===== src/rtl/best_arr_sender.sv =====
// Streams the best-match array (index phase, then distance phase) into an output FIFO
// in blocked px/x/y/xi order, one read per tuple and one or two pushes per tuple.
module best_arr_sender #(
  parameter int DATA_WIDTH = 11,
  parameter int IDX_WIDTH  = 9,
  parameter int DIST_WIDTH = 22,
  parameter int ROW_SIZE   = 26,
  parameter int COL_SIZE   = 19,
  parameter int BLOCKING   = 4,
  parameter int NUM_QUERYS = ROW_SIZE * COL_SIZE,
  parameter int ADDR_WIDTH = $clog2(NUM_QUERYS)
) (
  input  logic                  clk,
  input  logic                  rst,
  input  logic                  send_best_arr,
  output logic                  send_done,
  output logic                  busy,
  output logic                  rd_en,
  output logic [ADDR_WIDTH-1:0] rd_addr,
  input  logic [IDX_WIDTH-1:0]  rd_idx,
  input  logic [DIST_WIDTH-1:0] rd_dist,
  output logic                  out_fifo_wenq,
  output logic [DATA_WIDTH-1:0] out_fifo_wdata,
  input  logic                  out_fifo_wfull_n
);

  localparam int HALF = ROW_SIZE / 2;
  localparam int NX   = (HALF + BLOCKING - 1) / BLOCKING;
  localparam int XW   = (NX > 1) ? $clog2(NX) : 1;
  localparam int YW   = (COL_SIZE > 1) ? $clog2(COL_SIZE) : 1;
  localparam int BW   = (BLOCKING > 1) ? $clog2(BLOCKING) : 1;

  typedef enum logic [2:0] {IDLE, RD, CAP, PUSH_LO, PUSH_HI, DONE} state_t;

  state_t state, next_state;

  logic                  px;
  logic [XW-1:0]         x;
  logic [YW-1:0]         y;
  logic [BW-1:0]         xi;
  logic                  phase_dist;
  logic [IDX_WIDTH-1:0]  hold_idx;
  logic [DIST_WIDTH-1:0] hold_dist;
  logic [DIST_WIDTH-1:0] dist_hi;

  logic xi_wrap, y_wrap, x_wrap, last_tuple, tuple_end;

  // xi wraps early on the last x block so out-of-row columns are never visited
  always_comb begin
    xi_wrap    = (int'(xi) == BLOCKING - 1) ||
                 (int'(x) * BLOCKING + int'(xi) + 1 >= HALF);
    y_wrap     = (int'(y) == COL_SIZE - 1);
    x_wrap     = (int'(x) == NX - 1);
    last_tuple = xi_wrap && y_wrap && x_wrap && px;
    rd_addr    = ADDR_WIDTH'(int'(px) * HALF + int'(y) * ROW_SIZE +
                             int'(x) * BLOCKING + int'(xi));
    dist_hi    = hold_dist >> DATA_WIDTH;
  end

  always_ff @(posedge clk or posedge rst) begin
    if (rst) state <= IDLE;
    else     state <= next_state;
  end

  always_comb begin
    next_state     = state;
    send_done      = 1'b0;
    busy           = (state != IDLE);
    rd_en          = 1'b0;
    out_fifo_wenq  = 1'b0;
    out_fifo_wdata = '0;
    tuple_end      = 1'b0;
    case (state)
      IDLE: if (send_best_arr) next_state = RD;
      RD: begin
        rd_en      = 1'b1;
        next_state = CAP;
      end
      CAP: next_state = PUSH_LO;
      PUSH_LO: begin
        out_fifo_wenq  = out_fifo_wfull_n;
        out_fifo_wdata = phase_dist ? DATA_WIDTH'(hold_dist) : DATA_WIDTH'(hold_idx);
        if (out_fifo_wfull_n) begin
          next_state = phase_dist ? PUSH_HI : RD;
          tuple_end  = !phase_dist;
        end
      end
      PUSH_HI: begin
        out_fifo_wenq  = out_fifo_wfull_n;
        out_fifo_wdata = DATA_WIDTH'(dist_hi);
        if (out_fifo_wfull_n) begin
          next_state = last_tuple ? DONE : RD;
          tuple_end  = 1'b1;
        end
      end
      DONE: begin
        send_done  = 1'b1;
        next_state = IDLE;
      end
      default: next_state = IDLE;
    endcase
  end

  // Odometer wraps back to all-zero on the final tuple, which also flips the phase
  always_ff @(posedge clk or posedge rst) begin
    if (rst) begin
      px         <= 1'b0;
      x          <= '0;
      y          <= '0;
      xi         <= '0;
      phase_dist <= 1'b0;
      hold_idx   <= '0;
      hold_dist  <= '0;
    end else begin
      if (state == CAP) begin
        hold_idx  <= rd_idx;
        hold_dist <= rd_dist;
      end
      if (tuple_end) begin
        if (xi_wrap) begin
          xi <= '0;
          if (y_wrap) begin
            y <= '0;
            if (x_wrap) begin
              x  <= '0;
              px <= ~px;
              if (px) phase_dist <= ~phase_dist;
            end else begin
              x <= x + XW'(1);
            end
          end else begin
            y <= y + YW'(1);
          end
        end else begin
          xi <= xi + BW'(1);
        end
      end
    end
  end

endmodule


===== config.mk =====
export PLATFORM = sky130hd
export DESIGN_NAME = best_arr_sender
export DESIGN_NICKNAME = d
export VERILOG_FILES = /design/src/rtl/best_arr_sender.sv
export SDC_FILE = /design/constraint.sdc
export NUM_CORES = 1
export LEC_CHECK = 0
export ABC_AREA = 1
export BUFFER_PORTS_ARGS = -buffer_cell sky130_fd_sc_hd__buf_2
export CORE_MARGIN = 2
export CORE_UTILIZATION = 40
export CTS_CLUSTER_DIAMETER = 100
export DETAILED_ROUTE_END_ITERATION = 8
export GPL_TIMING_DRIVEN = 0
export HOLD_SLACK_MARGIN = 0.03
export PLACE_DENSITY = 0.6
export SYNTH_ARGS = -nofsm -noshare
export SYNTH_HDL_FRONTEND = slang
export SYNTH_SLANG_ARGS = --single-unit

===== constraint.sdc =====
create_clock -name clk -period 3.5 [get_ports clk]
set_input_delay 0.7 -clock clk [delete_from_list [all_inputs] [get_ports clk]]
set_output_delay 0.7 -clock clk [all_outputs]
set_load 0.005 [all_outputs]

* Word-level counts from Yosys, hierarchy flattened
Cells that the tools add are included.
Storage, ports and cells: register bits after elaboration 45, input bits 35, output and inout bits 24
Cells by class: add/sub/neg operators 8, $mul 2, order comparisons 1, equality and inequality tests 11, muxes and demuxes 17, bitwise gates (word level) 2, reduce and logical (&&, ||, !) cells 13
Operators by type and width (number):
- one-hot mux 11 bit (2 select lines) | 1
- two-way mux 3 bit | 5
- one-hot mux 3 bit (5 select lines) | 1
- two-way mux 11 bit | 1
- adder 5 x 9 -> 9 bit | 1
- adder 9 x 2 -> 9 bit | 1
- adder 9 x 4 -> 9 bit | 1
- multiplier 5 x 4 -> 8 bit, second input constant | 1
- adder 5 x 1 -> 6 bit, second input constant | 1
- == test 3 x 2 -> 1 bit, second input constant | 2
- == test 3 bit, second input constant | 2
- >= comparator 6 x 4 -> 1 bit, second input constant | 1
- inequality test 2 bit, second input constant | 3
- AND reduction 3 bit | 2
- adder 4 x 2 -> 5 bit | 1
- adder 5 x 1 -> 5 bit, second input constant | 1
- == test 5 bit, second input constant | 1
- multiplier 1 x 4 -> 5 bit, second input constant | 1
- two-way mux 1 bit | 5
- two-way mux 5 bit | 1
- AND reduction 5 bit | 1
- adder 2 x 1 -> 2 bit, second input constant | 2
- == test 2 x 1 -> 1 bit, second input constant | 2
- two-way mux 2 bit | 2
- other kinds (11) | 14

* Longest topological paths before layout
word-level depth 10, depth in mapped cells 14

* Least setup slack after synthesis
OpenSTA, ideal clock, no wires.
kind reg-to-output, start register y[1], end output port rd_addr[8], data arrival time 2404 ps, slack 396 ps, stages on the path, launching flop included 12, path through dfrtp_1 > ha_1 > fa_1 > fa_1 > nand2_1 > inv_1 > nand4_1 > nand3_1 > nand2_1 > nor2_1 > nand2_1 > nand2_1
On the way: longest elaborated chain between the ends 4
RTL lines:
- from (decl) | line 39 | logic [YW-1:0] y;
- from (signal assigned) | line 132 | y <= y + YW'(1);
- multiplier 5 x 4 -> 8 bit | line 55 | rd_addr = ADDR_WIDTH'(int'(px) * HALF + int'(y) * ROW_SIZE +
- adder 5 x 9 -> 9 bit | line 55
- adder 9 x 4 -> 9 bit | line 55
- adder 9 x 2 -> 9 bit | line 56 | int'(x) * BLOCKING + int'(xi));
- to (decl) | line 19 | output logic [ADDR_WIDTH-1:0] rd_addr,
No other way between the ends.

* Worst setup path in the final report
start register y[2], end output port rd_addr[8]
The elaborated chain is that of the path after synthesis.

==> impl_metrics.py <==
metrics = {
    "outcome": {
        "status": "finished clean",
    },
    "layout": {
        "drive_above_1_share": 0.352,
        "nNetsFinal": 438,
        "n_antenna_cell": 0,
        "design_area_mm2": 0.00344,
        "flow.area_growth_from_synthesis_pct": 23.7,
        "fin_util": 0.509,
    },
    "worst_setup_path": {
        "cpPeakStageDelay_ns": 0.58,
        "r2r_start": "y[2]$_DFFE_PP0P_",
        "critPathRequiredTime_ns": 2.80,
        "cpMaxStageDelayCell": "fa_1",
        "arrival_ns": 2.78,
        "cp-end-kind": "output pin",
        "r2r_end": "phase_dist$_DFFE_PP0P_",
        "critPathLaunchType": "register",
        "reg2regPathDepth": 8,
        "cp_max_fo": 6,
        "worstSetupPathType": "register to output pin",
        "critPathMostFrequentCell": "nand2_1",
        "r2r_setup_slack_ns": 1.79,
        "crit_chain": "ha_4 > fa_2 > fa_1 > nand2_1 > inv_2 > nand4_1 > nand3_2 > nand2_2 > o21bai_1 > nand2_1 > buf_2",
    },
    "power_and_ir_drop": {
        "pwr-share-seq": 0.264,
        "powerDensity_mw_per_mm2": 982,
        "pwr-share-clk": 0.093,
        "power_switching_uw": 1380,
        "swShare": 0.410,
        "ir_worst_vdd_mv": 0.427,
        "power_frac_comb": 0.644,
        "p_leak_uw": 0.00180,
        "p_int_uw": 1990,
    },
    "detailed_routing": {
        "ant_nets": 0,
        "routed_via_density": 4.94,
        "drtIter0Drc": 77,
        "wl_um": 5890,
        "dr_wl_met3_um": 267,
        "drc": 0,
        "wl_per_cell_um": 12.9,
        "top_layer": "met4",
        "first_pass_iters": 4,
        "route.met2.wl_um": 2750,
        "num_vias": 2247,
        "wl_met1_um": 2820,
    },
    "clock_tree": {
        "clock_sinks": 45,
        "ctsHtreeMaxLevel": 2,
        "cts_tree": "built",
        "root_buffer": "clkbuf_8",
        "cts_buffer_depth": 2,
        "insertion_delay_ns": 0.30,
        "cts_buffers": 5,
        "clk_pin_slew_ns": 0.09,
    },
    "placement": {
        "dpl.hpwl_um": 4240,
        "io_buffers": 58,
        "placed_cell_area_mm2": 0.00319,
        "gp_congestion": 0.793,
    },
    "synth": {
        "synth_warnings": 0,
        "synth.yosys.seq_area_share": 0.405,
        "syn_area_per_cell_um2": 9.33,
        "synth_compound_area_frac": 0.0675,
        "synth_top_family_by_area": "simple AND/OR/NAND/NOR gates",
        "syn_area_mm2": 0.00278,
        "synth_cell_types": 32,
        "muxShareOfSynthArea": 0.0932,
        "syn_nets": 362,
        "synthCells": 298,
        "synthAdderAreaFrac": 0.144,
        "ys_ff_latch": 45,
        "synth_xor_area_frac": 0.0378,
        "synth-simple-area-share": 0.187,
    },
    "global_route": {
        "grt_pass1_wl_um": 9950,
        "grt_pass1_vias": 2243,
        "grt_antenna_before_repair": 0,
        "grt-ovfl-total": 0,
        "grt_max_degree": 31,
        "grt_util_all_layers": 0.163,
    },
    "sta": {
        "slew_headroom": 0.764,
        "grt_setup_unrepaired": "yes",
        "finalClockSkew_ns": 0.00913,
        "setup_viol": 0,
        "final_max_slew_viol_count": 0,
        "clock.fmax_ghz": 0.288,
        "fin_crit_ns": 3.48,
        "hold_viol_final": 0,
        "tightestPinTransition_ns": 0.353,
        "post-route-period-util": 0.993,
    },
    "floorplan": {
        "start_util": 0.411,
        "core-area_mm2": 0.00676,
        "die_h_um": 87.4,
        "row_count": 30,
        "dieArea_mm2": 0.00763,
        "ios": 59,
        "die_w_um": 87.4,
    },
    "flow_run": {
        "max-cap-violations": 0,
    },
    "worst_hold_path": {
        "hp-class": "input pin to async pin",
    },
}
worst max-delay path: cells and delay by family, from the launching register on:
kind                       cells  cell delay (ns)
buffers and inverters          2             0.18
adders and majority gates      3             1.32
and+or+nand+nor                5             0.39
AOI/OAI and AO/OA              1             0.13
DFF                            1             0.46
placed cells by master (no fill, tap or decap), drive strengths merged:
cell / n
buf: 76
nand2: 57
dfrtp: 45
inv: 34
nand3: 33
ha: 24
mux2: 23
nor2: 18
a21oi: 14
o21ai: 9
xor2: 8
clkbuf: 6
fa: 5
xnor2: 4
clkinv: 4
nand4: 3
o211ai: 2
nor3: 2
o22ai: 2
a21o: 1
a31oi: 1
o21bai: 1
o221ai: 1
nand3b: 1
or2: 1
synth_stat cells (all sizes together):
cell type  count  share of area
nor3           2         0.0036
xnor2          4          0.013
or2            1         0.0023
clkinv         2         0.0045
o21bai         1         0.0027
a31oi          1         0.0023
o21ai          9          0.022
nor2          18          0.027
o211ai         2         0.0054
inv           34          0.046
ha            24           0.11
nand4          3         0.0068
o221ai         1         0.0032
dfrtp         45           0.41
nand3         33          0.059
mux2          23          0.093
xor2           8          0.025
buf            7          0.015
o22ai          2         0.0045
a21oi         14          0.025
nand2         57          0.085
nand3b         1         0.0027
fa             5          0.036
a21o           1         0.0027
worst max path at each step:
| stage | start | to | depth (start not counted) |
|---|---|---|---|
| after floorplan | y[1]$_DFFE_PP0P_ | rd_addr[8] | 11 |
| after global placement | y[1]$_DFFE_PP0P_ | rd_addr[8] | 12 |
| after detailed placement | y[1]$_DFFE_PP0P_ | rd_addr[8] | 11 |
| after CTS | y[1]$_DFFE_PP0P_ | rd_addr[8] | 13 |
| after global routing | y[2]$_DFFE_PP0P_ | rd_addr[8] | 11 |
| final | y[2]$_DFFE_PP0P_ | rd_addr[8] | 11 |
power by group through the flow:
stage | Sequential (µW) | Clock (µW) | Combinational [µW]
after floorplan | 862 | 0 | 1350
after global placement | 898 | 0 | 1830
after detailed placement | 907 | 0 | 1860
after CTS | 887 | 322 | 1980
after global routing | 925 | 346 | 2450
final | 891 | 313 | 2170
repair_timing:
item	CTS	global route
setup buffers	4	6
hold buffers	0	0
setup endpoints to repair	2	4
pin swaps	2	7
gates cloned	0	0
resized for setup	6	11
through the flow:
stage	hold slack (ns)	worst slack (ns)	total power, µW	cells	TNS, ns
final	0.357	0.0230	3380	455	0
after global routing	0.373	-0.160	3720	455	-0.259
after CTS	0.363	0.00656	3190	449	0
after detailed placement	0.495	0.148	2770	437	0
after global placement	0.489	0.159	2730	436	0
after floorplan	0.480	0.396	2220	298	0
metal layers:
| metal | up-vias | track usage |
|---|---|---|
| li1 | 1131 | - |
| met1 | 1071 | 0.227 |
| met2 | 37 | 0.249 |
| met3 | 8 | 0.0464 |
| met4 | 0 | 0.0448 |
| met5 | - | 0 |
flip-flops by register name, indices dropped and copies added, names as in the netlist:
register    cells
x               2
hold_idx        9
hold_dist      22
phase_dist      1
state           3
px              1
y               5
xi              2
cell type report:
cell class                 count  area (µm²)
fill                         660        3320
buffer                         7        42.5
clock buffer                   6        72.6
clock inverter                 2        10.0
sequential                    45        1130
inverter                      36         140
multi-input combinational    210        1550
timing repair buffer          69         389
tap                           80         100
cell families after synthesis:
kind of cell	Yosys count
adder cells (fa/ha/maj)	29
AND/OR/NAND/NOR	115
XOR/XNOR	12
multiplexers	23
buffers and inverters	43
flip-flops	45
AO/OA/AOI/OAI	31
Note: power is estimated with default switching activity, not from simulation.
